<file path="config.mk">
export PLATFORM = sky130hd
export DESIGN_NAME = matrix_transpose_stream_flat
export DESIGN_NICKNAME = d
export VERILOG_FILES = /design/src/rtl/matrix_transpose_stream_pkg.sv /design/src/rtl/matrix_transpose_stream_if.sv /design/src/rtl/matrix_transpose_stream_tp_sdp_ram.sv /design/src/rtl/matrix_transpose_stream.sv /design/src/flat_wrapper.sv
export SDC_FILE = /design/constraint.sdc
export NUM_CORES = 1
export LEC_CHECK = 0
export CORE_UTILIZATION = 45
export CTS_BUF_LIST = sky130_fd_sc_hd__clkbuf_16
export DETAILED_ROUTE_END_ITERATION = 8
export GPL_ROUTABILITY_DRIVEN = 0
export PLACE_DENSITY = 0.75
export SYNTH_ARGS = -nofsm -noshare
export SYNTH_HDL_FRONTEND = slang
export SYNTH_SLANG_ARGS = --single-unit
</file>
<file path="constraint.sdc">
create_clock -name clk -period 4.8 [get_ports clk]
set_clock_uncertainty 0.1 [all_clocks]
set_input_delay 1.2 -clock clk [delete_from_list [all_inputs] [get_ports clk]]
set_output_delay 1.2 -clock clk [all_outputs]
set_load 0.02 [all_outputs]
</file>
<file path="src/rtl/matrix_transpose_stream_pkg.sv">
// Shared types and helpers for the streaming matrix transpose.
// Latency: n/a (package only).
// Backpressure: n/a. MATRIX_TRANSPOSE_PINGPONG_EN selects two RAM banks instead of one.
package matrix_transpose_stream_pkg;

  typedef enum logic [1:0] {EMPTY, FILLING, FULL, DRAINING} bank_state_e;

`ifdef MATRIX_TRANSPOSE_PINGPONG_EN
  localparam int NBANKS = 2;
`else
  localparam int NBANKS = 1;
`endif

  // Address width for n elements, never narrower than one bit.
  function automatic int clog2_min1(input int n);
    return (n <= 2) ? 1 : $clog2(n);
  endfunction

endpackage

</file>
<file path="src/rtl/matrix_transpose_stream_if.sv">
// Input and output element streams of the transpose block, valid/ready on both sides.
// Latency: n/a (wiring only).
// Backpressure: in_ready / out_ready; slave is the transpose, master is the surrounding datapath.
interface matrix_transpose_stream_if #(
  parameter int DATA_W = 4
);
  logic              in_valid;
  logic              in_ready;
  logic [DATA_W-1:0] in_data;
  logic              out_valid;
  logic              out_ready;
  logic [DATA_W-1:0] out_data;
  logic              out_last;

  modport master (
    output in_valid, in_data, out_ready,
    input  in_ready, out_valid, out_data, out_last
  );

  modport slave (
    input  in_valid, in_data, out_ready,
    output in_ready, out_valid, out_data, out_last
  );
endinterface

</file>
<file path="src/rtl/matrix_transpose_stream_tp_sdp_ram.sv">
// Simple dual-port RAM holding the matrix bank(s): one write port, one registered read port.
// Latency: rdata valid one cycle after re.
// Backpressure: none; the caller only reads when it has room for the result.
module matrix_transpose_stream_tp_sdp_ram #(
  parameter int DATA_W = 4,
  parameter int AW     = 3
) (
  input  logic              clk,
  input  logic              we,
  input  logic [AW-1:0]     waddr,
  input  logic [DATA_W-1:0] wdata,
  input  logic              re,
  input  logic [AW-1:0]     raddr,
  output logic [DATA_W-1:0] rdata
);

  // Depth rounded up to a power of two so every address pattern decodes cleanly.
  logic [DATA_W-1:0] mem [2**AW];

  // Write port.
  always_ff @(posedge clk) begin
    if (we) mem[waddr] <= wdata;
  end

  // Registered read port.
  always_ff @(posedge clk) begin
    if (re) rdata <= mem[raddr];
  end

endmodule

</file>
<file path="src/rtl/matrix_transpose_stream.sv">
// Streaming ROWSxCOLS transpose: row-major in, column-wise out; MATRIX_TRANSPOSE_PINGPONG_EN adds a second bank.
// Latency: out_valid two cycles after the last input of a matrix is accepted (RAM read + output register).
// Backpressure: in_ready low while no bank can be written; two-entry output skid keeps 1 beat/cycle under out_ready.
module matrix_transpose_stream
  import matrix_transpose_stream_pkg::*;
#(
  parameter int ROWS   = 3,
  parameter int COLS   = 2,
  parameter int DATA_W = 4
) (
  input logic                      clk,
  input logic                      rst_n,
  matrix_transpose_stream_if.slave io
);

  localparam int N   = ROWS * COLS;
  localparam int AW  = clog2_min1(N);
  localparam int RAW = (NBANKS > 1) ? AW + 1 : AW;

  localparam logic [AW-1:0] LAST_IDX  = AW'(N - 1);
  localparam logic [AW-1:0] LAST_COL  = AW'(COLS - 1);
  localparam logic [AW-1:0] LAST_STEP = AW'((ROWS - 1) * COLS);
  localparam logic [AW-1:0] COLS_W    = AW'(COLS);

  bank_state_e st [2];

  logic [AW-1:0] wr_idx;
  logic          wr_bank;
  logic          wr_acc, wr_done;

  logic [AW-1:0] rd_base, rd_step;
  logic          rd_bank, rel_bank, rd_busy;
  logic          rd_issue, rd_end, col_end, room;
  logic          rd_pend, rd_pend_last;

  logic [RAW-1:0]    waddr, raddr;
  logic [DATA_W-1:0] ram_q;

  logic [1:0]        q_cnt;
  logic [DATA_W-1:0] q0_dat, q1_dat;
  logic              q0_last, q1_last;
  logic              pop, rel;

  assign io.in_ready = (st[wr_bank] == EMPTY) || (st[wr_bank] == FILLING);
  assign wr_acc      = io.in_valid && io.in_ready;
  assign wr_done     = wr_acc && (wr_idx == LAST_IDX);

  // Read address walks down a column (step += COLS) then moves to the next column (base += 1).
  assign col_end  = (rd_step == LAST_STEP);
  assign rd_end   = col_end && (rd_base == LAST_COL);
  // Issue only if the result is guaranteed a skid slot, counting the read already in flight.
  assign room     = ({1'b0, q_cnt} + {2'b00, rd_pend}) < (3'd2 + {2'b00, pop});
  assign rd_issue = (rd_busy || (st[rd_bank] == FULL)) && room;

  assign pop = io.out_valid && io.out_ready;
  assign rel = pop && io.out_last;

`ifdef MATRIX_TRANSPOSE_PINGPONG_EN
  assign waddr = {wr_bank, wr_idx};
  assign raddr = {rd_bank, AW'(rd_base + rd_step)};
`else
  assign waddr = wr_idx;
  assign raddr = AW'(rd_base + rd_step);
`endif

  matrix_transpose_stream_tp_sdp_ram #(
    .DATA_W (DATA_W),
    .AW     (RAW)
  ) u_ram (
    .clk   (clk),
    .we    (wr_acc),
    .waddr (waddr),
    .wdata (io.in_data),
    .re    (rd_issue),
    .raddr (raddr),
    .rdata (ram_q)
  );

  // Write/read element counters and bank pointers.
  always_ff @(posedge clk) begin
    if (!rst_n) begin
      wr_idx   <= '0;
      wr_bank  <= 1'b0;
      rd_base  <= '0;
      rd_step  <= '0;
      rd_bank  <= 1'b0;
      rel_bank <= 1'b0;
      rd_busy  <= 1'b0;
    end else begin
      if (wr_acc) begin
        wr_idx <= wr_done ? '0 : wr_idx + 1'b1;
`ifdef MATRIX_TRANSPOSE_PINGPONG_EN
        if (wr_done) wr_bank <= ~wr_bank;
`endif
      end
      if (rd_issue) begin
        rd_busy <= !rd_end;
        if (col_end) begin
          rd_step <= '0;
          rd_base <= rd_end ? '0 : rd_base + 1'b1;
        end else begin
          rd_step <= rd_step + COLS_W;
        end
`ifdef MATRIX_TRANSPOSE_PINGPONG_EN
        if (rd_end) rd_bank <= ~rd_bank;
`endif
      end
`ifdef MATRIX_TRANSPOSE_PINGPONG_EN
      if (rel) rel_bank <= ~rel_bank;
`endif
    end
  end

  // Bank FSMs: each event needs a distinct state, so write, read and release never collide on one bank.
  always_ff @(posedge clk) begin
    if (!rst_n) begin
      for (int b = 0; b < 2; b++) st[b] <= EMPTY;
    end else begin
      for (int b = 0; b < 2; b++) begin
        case (st[b])
          EMPTY:    if (wr_acc && (wr_bank == 1'(b))) st[b] <= wr_done ? FULL : FILLING;
          FILLING:  if (wr_done && (wr_bank == 1'(b))) st[b] <= FULL;
          FULL:     if (rd_issue && (rd_bank == 1'(b))) st[b] <= DRAINING;
          DRAINING: if (rel && (rel_bank == 1'(b))) st[b] <= EMPTY;
          default:  st[b] <= EMPTY;
        endcase
      end
    end
  end

  // Marks the cycle in which RAM read data is valid, with its end-of-matrix flag.
  always_ff @(posedge clk) begin
    if (!rst_n) begin
      rd_pend      <= 1'b0;
      rd_pend_last <= 1'b0;
    end else begin
      rd_pend      <= rd_issue;
      rd_pend_last <= rd_issue && rd_end;
    end
  end

  // Two-entry output skid; q0 drives the port, so data holds while stalled.
  always_ff @(posedge clk) begin
    if (!rst_n) begin
      q_cnt   <= 2'd0;
      q0_dat  <= '0;
      q1_dat  <= '0;
      q0_last <= 1'b0;
      q1_last <= 1'b0;
    end else begin
      case ({rd_pend, pop})
        2'b01: begin
          q0_dat  <= q1_dat;
          q0_last <= q1_last;
          q_cnt   <= q_cnt - 1'b1;
        end
        2'b10: begin
          if (q_cnt == 2'd0) begin
            q0_dat  <= ram_q;
            q0_last <= rd_pend_last;
          end else begin
            q1_dat  <= ram_q;
            q1_last <= rd_pend_last;
          end
          q_cnt <= q_cnt + 1'b1;
        end
        2'b11: begin
          if (q_cnt == 2'd1) begin
            q0_dat  <= ram_q;
            q0_last <= rd_pend_last;
          end else begin
            q0_dat  <= q1_dat;
            q0_last <= q1_last;
            q1_dat  <= ram_q;
            q1_last <= rd_pend_last;
          end
        end
        default: ;
      endcase
    end
  end

  assign io.out_valid = (q_cnt != 2'd0);
  assign io.out_data  = q0_dat;
  assign io.out_last  = q0_last && io.out_valid;

endmodule

</file>
<file path="src/flat_wrapper.sv">
// flat-port wrapper written by rule: the top's interface ports become plain ports
module matrix_transpose_stream_flat import matrix_transpose_stream_pkg::*;
#(
  parameter int ROWS   = 3,
  parameter int COLS   = 2,
  parameter int DATA_W = 4
)
  (clk, rst_n, io_in_valid, io_in_data, io_out_ready, io_in_ready, io_out_valid, io_out_data, io_out_last);
  matrix_transpose_stream_if #(.DATA_W(DATA_W)) io_i ();
  input logic clk;
  input logic rst_n;
  input wire logic [$bits(io_i.in_valid)-1:0] io_in_valid;
  input wire logic [$bits(io_i.in_data)-1:0] io_in_data;
  input wire logic [$bits(io_i.out_ready)-1:0] io_out_ready;
  output wire logic [$bits(io_i.in_ready)-1:0] io_in_ready;
  output wire logic [$bits(io_i.out_valid)-1:0] io_out_valid;
  output wire logic [$bits(io_i.out_data)-1:0] io_out_data;
  output wire logic [$bits(io_i.out_last)-1:0] io_out_last;
  assign io_i.in_valid = io_in_valid;
  assign io_i.in_data = io_in_data;
  assign io_i.out_ready = io_out_ready;
  assign io_in_ready = io_i.in_ready;
  assign io_out_valid = io_i.out_valid;
  assign io_out_data = io_i.out_data;
  assign io_out_last = io_i.out_last;
  matrix_transpose_stream #(.ROWS(ROWS), .COLS(COLS), .DATA_W(DATA_W)) u_core (.clk(clk), .rst_n(rst_n), .io(io_i));
endmodule
</file>
Word-level counts from Yosys, hierarchy flattened

Memories as Yosys holds them, arrays and structs flattened. A register that Yosys moved wholly into a read port is not among the register bits.
Cells that the tools add are included.

Output and inout bits: 7
Bits in writable memories: 36
Memories: 2
Logic and storage cells: 101
Register bits after elaboration: 24
Input bits: 8

Memories:

| memory           | words | bits a word | rd ports | clocked after memory_dff | wr ports | RTL line                                 | text |
|---|---|---|---|---|---|---|---|
| u_core.u_ram.mem | 8     | 4           | 1        | 1                        | 1        | matrix_transpose_stream_tp_sdp_ram.sv:18 | `logic [DATA_W-1:0] mem [2**AW];` |
| u_core.st        | 2     | 2           | 1        | 0                        | 2        | matrix_transpose_stream.sv:25            | `bank_state_e st [2];` |

Bitwise logic cells: 4
$lt $le $gt $ge: 1
Reductions and logical operators: 21
Add/subtract/negate cells: 8
Eq/ne operators: 15
Muxes and demuxes: 39

Operators by type and width:

| kind                                                 | number |
|---|---|
| two-way mux 1 bit                                    | 22 |
| two-way mux 4 bit                                    | 4 |
| case mux 4 bit (3 select lines)                      | 1 |
| equality test 2 bit (second input constant)          | 5 |
| two-way mux 2 bit                                    | 5 |
| two-way mux 3 bit                                    | 3 |
| equality test 2 x 1 -> 1 bit (second input constant) | 4 |
| logical AND 1 bit                                    | 8 |
| case mux 4 bit (2 select lines)                      | 1 |
| adder 3 x 1 -> 3 bit (second input constant)         | 2 |
| equality test 3 bit (second input constant)          | 2 |
| logical NOT 2 bit                                    | 3 |
| nonzero test 2 bit                                   | 3 |
| != test 2 bit (second input constant)                | 2 |
| bitwise OR 1 bit                                     | 4 |
| case mux 2 bit (2 select lines)                      | 1 |
| AND reduction 2 bit                                  | 2 |
| adder 2 x 1 -> 3 bit                                 | 1 |
| adder 2 x 1 -> 3 bit (first input constant)          | 1 |
| adder 3 x 2 -> 3 bit (second input constant)         | 1 |
| adder 3 bit                                          | 1 |
| equality test 3 x 1 -> 1 bit (second input constant) | 1 |
| < comparator 3 bit                                   | 1 |
| case mux 1 bit (3 select lines)                      | 1 |
| 8 further kinds                                      | 9 |

Depth between registers and ports, before layout

An unclocked memory read counts as a cell.

Depth after elaboration: 12
Gate-level depth with buffers: 9
Depth with buffers taken out: 9

By module

A second synthesis with hierarchy kept.

Cell total of the unflattened synthesis: 211
Area, all modules: 2,762.6 um^2

Modules (own cells, without submodules):

| module                             | cells each | area each (um^2) | times used |
|---|---|---|---|
| matrix_transpose_stream_tp_sdp_ram | 63         | 1,410.1          | 1 |
| matrix_transpose_stream            | 148        | 1,352.5          | 1 |

Worst setup path after synthesis

No wires, ideal clock.

Kind: input -> register
Start: input io_out_ready
End: register u_core.q1_dat[0]
Cell stages on the path: 6
Arrival: 2.302 ns
Path slack: 2.281 ns
Buffers on the path: 0
Path through: nand2b_1 -> inv_1 -> ha_1 -> o211ai_1 -> mux2i_1 -> nor2b_1

Cells in the longest elaborated chain, start to end: 4
Elaborated cells between the ends (all ways): 8

RTL lines:

| item                                                                        | RTL line                       | text |
|---|---|---|
| start: declaration                                                          | flat_wrapper.sv:14             | `input wire logic [$bits(io_i.out_ready)-1:0] io_out_ready;` |
| logical AND 1 bit (*)                                                       | matrix_transpose_stream.sv:55  | `assign pop = io.out_valid && io.out_ready;` |
| equality test 2 bit                                                         | matrix_transpose_stream.sv:151 | `case ({rd_pend, pop})` |
| != test 2 bit (no source line) / nonzero test 2 bit (equally long branches) | -                              |  |
| AND reduction 3 bit (no source line)                                        | -                              |  |
| end signal: assignment                                                      | matrix_transpose_stream.sv:162 | `q1_dat <= ram_q;` |
| end signal: assignment                                                      | matrix_transpose_stream.sv:174 | `q1_dat <= ram_q;` |
| end: declaration                                                            | matrix_transpose_stream.sv:40  | `logic [DATA_W-1:0] q0_dat, q1_dat;` |

Mark *: on every way between the ends. The rest lies on a longest branch, timed or not.
A chain may end at the register's enable or synchronous reset.

Worst setup path in the final report

Start: register u_core.q_cnt[0]
End: output io_out_last

Cells in the longest elaborated chain, start to end: 2

RTL lines:

| item                     | RTL line                       | text |
|---|---|---|
| start: declaration       | matrix_transpose_stream.sv:39  | `logic [1:0] q_cnt;` |
| start signal: assignment | matrix_transpose_stream.sv:155 | `q_cnt <= q_cnt - 1'b1;` |
| start signal: assignment | matrix_transpose_stream.sv:165 | `q_cnt <= q_cnt + 1'b1;` |
| nonzero test 2 bit       | matrix_transpose_stream.sv:183 | `assign io.out_valid = (q_cnt != 2'd0);` |
| logical AND 1 bit        | matrix_transpose_stream.sv:185 | `assign io.out_last = q0_last && io.out_valid;` |
| end: declaration         | flat_wrapper.sv:18             | `output wire logic [$bits(io_i.out_last)-1:0] io_out_last;` |

No other way between the ends.

==> results summary <==
The final-layout setup total negative slack is 0 ns. The power per unit of standard cell area came out at 555.7 mW/mm^2. The post-synthesis net count came out at 232.

The max-capacitance violation count is 0. The worst hold path terminates at u_core.rd_step[2]. The netlist area before placement is 0.002703 mm^2. The maximum number of pins on one net before global-route repair came out at 31.

The relative contribution of combinational cells to total power is 0.241. In this run the mean area of a mapped cell was 12.87 um^2. The number of global-route vias before repair is 1576. The fill cell instance count of the final layout is 456. The worst hold path begins at u_core.rd_step[2]. Once layout is complete, the cells apart from fillers number 306. The met3 layer usage reported by global route came out at 0.06171. The final cell area excluding filler cells is 0.003208 mm^2. The longest clock path from root to sink contains 2 buffers. In the post-route analysis, the smallest setup slack over all paths is 1.514 ns. The share of the yosys chip area belonging to registers came out at 0.5926. The tree is rooted in a sky130_fd_sc_hd__clkbuf_16.

The HPWL after detailed placement is 3104 um. In the synthesized netlist, the number of instances is 210. The cell taking the most area after synthesis is sky130_fd_sc_hd__edfxtp_1. The number of inserted diodes came out at 0. The slowest stage of the critical path belongs to the cell sky130_fd_sc_hd__clkdlybuf4s50_1. The clock drives 61 sinks. After detailed placement, the total cell area comes to 0.002909 mm^2. In this run, placement finished with an instance count of 290.

STA classifies the critical path endpoint as a primary output. The top cell type's share of synthesized area is 0.4222. The global routing usage summed across all routing layers is 0.1715.

The first global-routing pass estimated 7638 um of wire. The met1 capacity usage during global routing came out at 0.2015. In this run the core area contains 27 standard-cell rows.

The power dissipated by switching net loads came out at 0.5203 mW. In this run the static leakage power is 1.167 nW. The total setup violations reported at the end of the flow came out at 0. The number of antenna violations at the first check in global routing came out at 0. The distinct cell type count of the synthesized netlist came out at 34. After clock tree synthesis, the flow added hold-fix buffers numbering 0. The cell-internal power is 1.263 mW. Wires add up to 4614 um. The final hold violation count came to 0.

The placeable core area is 0.005642 mm^2. The number of ports placed on the die boundary is 15. The post-route clock period utilization came out at 0.6845. The number of max-slew violations in the final report came out at 0.

The met2 track utilization from global routing came out at 0.2752. The die width is 79.50 um. The number of clock buffers added by TritonCTS is 9.

The count of nets after finishing is 251. The min-delay analysis places its worst path in the category reg2reg. The setup fix buffers added after clock tree synthesis is 0. The maximum vdd drop is 0.3606 mV. The sequential power share is 0.403. The Yosys step of the flow raised 0 warnings. For the pin with the worst max-slew slack, the measured transition is 0.9261 ns. Summed over all layers, the global routing overflow is 0.

The number of H-tree branching levels came out at 3. The detailed-router iteration count before antenna repair is 4. The final critical path time including I/O delays and setup is 3.286 ns.

The area enclosed by the die boundary came out at 0.006319 mm^2. The synthesized design contains 61 register bits. In this run the critical register-to-register path is launched from u_core.q_cnt[0]. At the worst endpoint, the arrival time is 1.99 ns. Leaving out fill and tap cells, the most frequent cell in the layout is sky130_fd_sc_hd__edfxtp_1. The clock insertion delay at the later pin of the skew report is 0.33 ns. From synthesis to final layout, the design area changed by 18.70%.

Leaving out fill and tap cells, the most frequent cells in the layout are 38 x sky130_fd_sc_hd__edfxtp_1, 23 x sky130_fd_sc_hd__dfxtp_1, 20 x sky130_fd_sc_hd__nand2_1. In this design, the stage delay of the slowest critical-path cell is 0.61 ns. The flow ran to the end, and the final reports show no timing, DRC or antenna violations. The end of the worst register-to-register path is u_core.q1_dat[3]. Using the TritonRoute via totals, the vias-per-cell ratio works out to 5.369. The remaining max-slew budget at the tightest pin is 0.3807.

Of all nets on the critical path, the largest fanout is 7. Walking the worst path, the cells encountered are inv_1 -> ha_1 -> and2b_1 -> clkdlybuf4s50_1. The clock edge transition at the registers on the reported setup and hold paths is 0.06 ns. The element type at the critical path start is a register.

The worst hold margin is 0.3956 ns. The number of input and output port buffers inserted is 14. The share of total power dissipated in the clock network is 0.356. The residual antenna-violating net count after detailed routing came out at 0.

The switching part of the total came out at 0.2919. The minimum setup slack after placement is 1.620 ns. The TritonCTS clock tree is yes. Setup repair after global routing left no endpoint under its margin. The height of the chip is 79.50 um.

Sorting the synthesized cells by area gives the leading types as sky130_fd_sc_hd__edfxtp_1 42%, sky130_fd_sc_hd__dfxtp_1 17%, sky130_fd_sc_hd__mux4_2 6.7%, sky130_fd_sc_hd__ha_1 6.5%, sky130_fd_sc_hd__nand2_1 2.8%. The remaining routing DRC violations is 0. The post-cts repair resize count is 0. The register-to-register setup slack is 2.45 ns. The depth of the worst hold-timing path came out at 2. In this run the most used layer during global routing was met2. The setup path with the least slack is of type reg2out. The depth of the worst register-to-register path came out at 7.

The starting density of the core is 0.4790. The overall via count from detail_route is 1643. Tracing the worst setup path back leads to its startpoint at u_core.q_cnt[0]. The maximum clock frequency is 304.4 MHz.

Data on the critical path is required at its endpoint by 3.50 ns. The routed wire length per instance came out at 15.08 um. The violation count after the first detailed-route iteration is 48. In the final layout, the share of cells above drive strength 1 is 0.1325.
==> metal layers <==
layer / wire length, um / up-vias
met3: 157 / 9
met1: 2049 / 796
met5: 0 / -
met2: 2313 / 28
li1: - / 810
met4: 94 / 0
==> metrics by stage <==
stage / power (mW) / utilization
2_1_floorplan: 1.025 / -
3_3_place_gp: 1.145 / 0.5156
3_5_place_dp: 1.158 / 0.5156
4_1_cts: 1.800 / 0.5686
5_1_grt: 1.882 / 0.5686
6_report: 1.783 / 0.5686
==> Yosys cell counts <==
master and instances:
sky130_fd_sc_hd__buf_2 1, sky130_fd_sc_hd__a221oi_1 5, sky130_fd_sc_hd__o31ai_1 2, sky130_fd_sc_hd__mux4_2 8, sky130_fd_sc_hd__ha_1 14, sky130_fd_sc_hd__a21boi_1 1, sky130_fd_sc_hd__buf_1 1, sky130_fd_sc_hd__o22a_1 1
sky130_fd_sc_hd__xnor2_1 3, sky130_fd_sc_hd__dfxtp_1 23, sky130_fd_sc_hd__nand3_1 5, sky130_fd_sc_hd__or2_2 1, sky130_fd_sc_hd__mux2_2 4, sky130_fd_sc_hd__nor4_1 1, sky130_fd_sc_hd__nand2_1 20, sky130_fd_sc_hd__and2b_1 1
sky130_fd_sc_hd__a21oi_1 3, sky130_fd_sc_hd__o22ai_1 1, sky130_fd_sc_hd__o21ai_0 14, sky130_fd_sc_hd__edfxtp_1 38, sky130_fd_sc_hd__nor2_1 12, sky130_fd_sc_hd__mux2i_1 6, sky130_fd_sc_hd__xor2_1 1, sky130_fd_sc_hd__o211ai_1 2
sky130_fd_sc_hd__inv_1 10, sky130_fd_sc_hd__and2_1 6, sky130_fd_sc_hd__nor3_1 4, sky130_fd_sc_hd__nand4_1 1, sky130_fd_sc_hd__nor4b_4 1, sky130_fd_sc_hd__clkbuf_1 4, sky130_fd_sc_hd__or4_1 1, sky130_fd_sc_hd__nor2b_1 9
sky130_fd_sc_hd__nand2b_1 5, sky130_fd_sc_hd__o221ai_2 1
==> power groups by stage <==
stage               Combinational [mW]  Sequential [mW]  Clock [mW]
floorplan                        0.297            0.728           0
global placement                 0.421            0.724           0
detailed placement               0.431            0.728           0
CTS                              0.436            0.719       0.645
global route                     0.481            0.729       0.673
finish                           0.429            0.718       0.635
==> worst max-delay path by stage <==
stage	cells past startpoint	slack, ns	to
2_1_floorplan	6	2.28	u_core.q1_dat[0]
3_3_place_gp	4	1.63	u_core.u_ram.mem[4][0]
3_5_place_dp	6	1.62	u_core.q1_dat[3]
4_1_cts	4	1.51	io_out_last
5_1_grt	4	1.41	io_out_last
6_report	4	1.51	io_out_last
==> critical path: cells and delay by family, from the launching register on <==
kind | cells | cell delay, ns
adder cells (fa/ha/maj) | 1 | 0.30
buffers and inverters | 2 | 0.69
flip-flops | 1 | 0.40
AND/OR/NAND/NOR | 1 | 0.27
==> final cells by class <==
cell class | instances | area (um^2) | area share
flip-flops and latches | 61 | 1602 | 0.4992
multi-input cells | 133 | 1040 | 0.3241
clock buffers | 9 | 225.2 | 0.07020
repair buffers | 14 | 140.1 | 0.04368
well taps | 72 | 90.09 | 0.02808
clock inverters | 7 | 73.82 | 0.02301
inverters | 10 | 37.54 | 0.01170
==> logic make-up (layout without fill, tap and decap cells) <==
kind of cell	after synthesis	count (layout)	synth area share
buffers and inverters	16	40	0.02268
multiplexers	18	18	0.1056
adder cells (fa/ha/maj)	14	14	0.06482
XOR/XNOR	4	4	0.01297
AO/OA/AOI/OAI	30	30	0.07268
AND/OR/NAND/NOR	67	67	0.1287
flip-flops	61	61	0.5926
==> registers in the layout, summed over array words and instances (netlist names) <==
register and cells:
u_core.u_ram.mem 32, u_core.io.out_data 4, u_core.q1_dat 4, u_core.u_ram.rdata 4, u_core.rd_base 3, u_core.waddr 3
u_core.q_cnt 2, u_core.rd_step 2, u_core.st 2, u_core.q0_last 1, u_core.q1_last 1, u_core.rd_busy 1
u_core.rd_pend 1, u_core.rd_pend_last 1
Note: power is estimated with default switching activity, not from simulation.
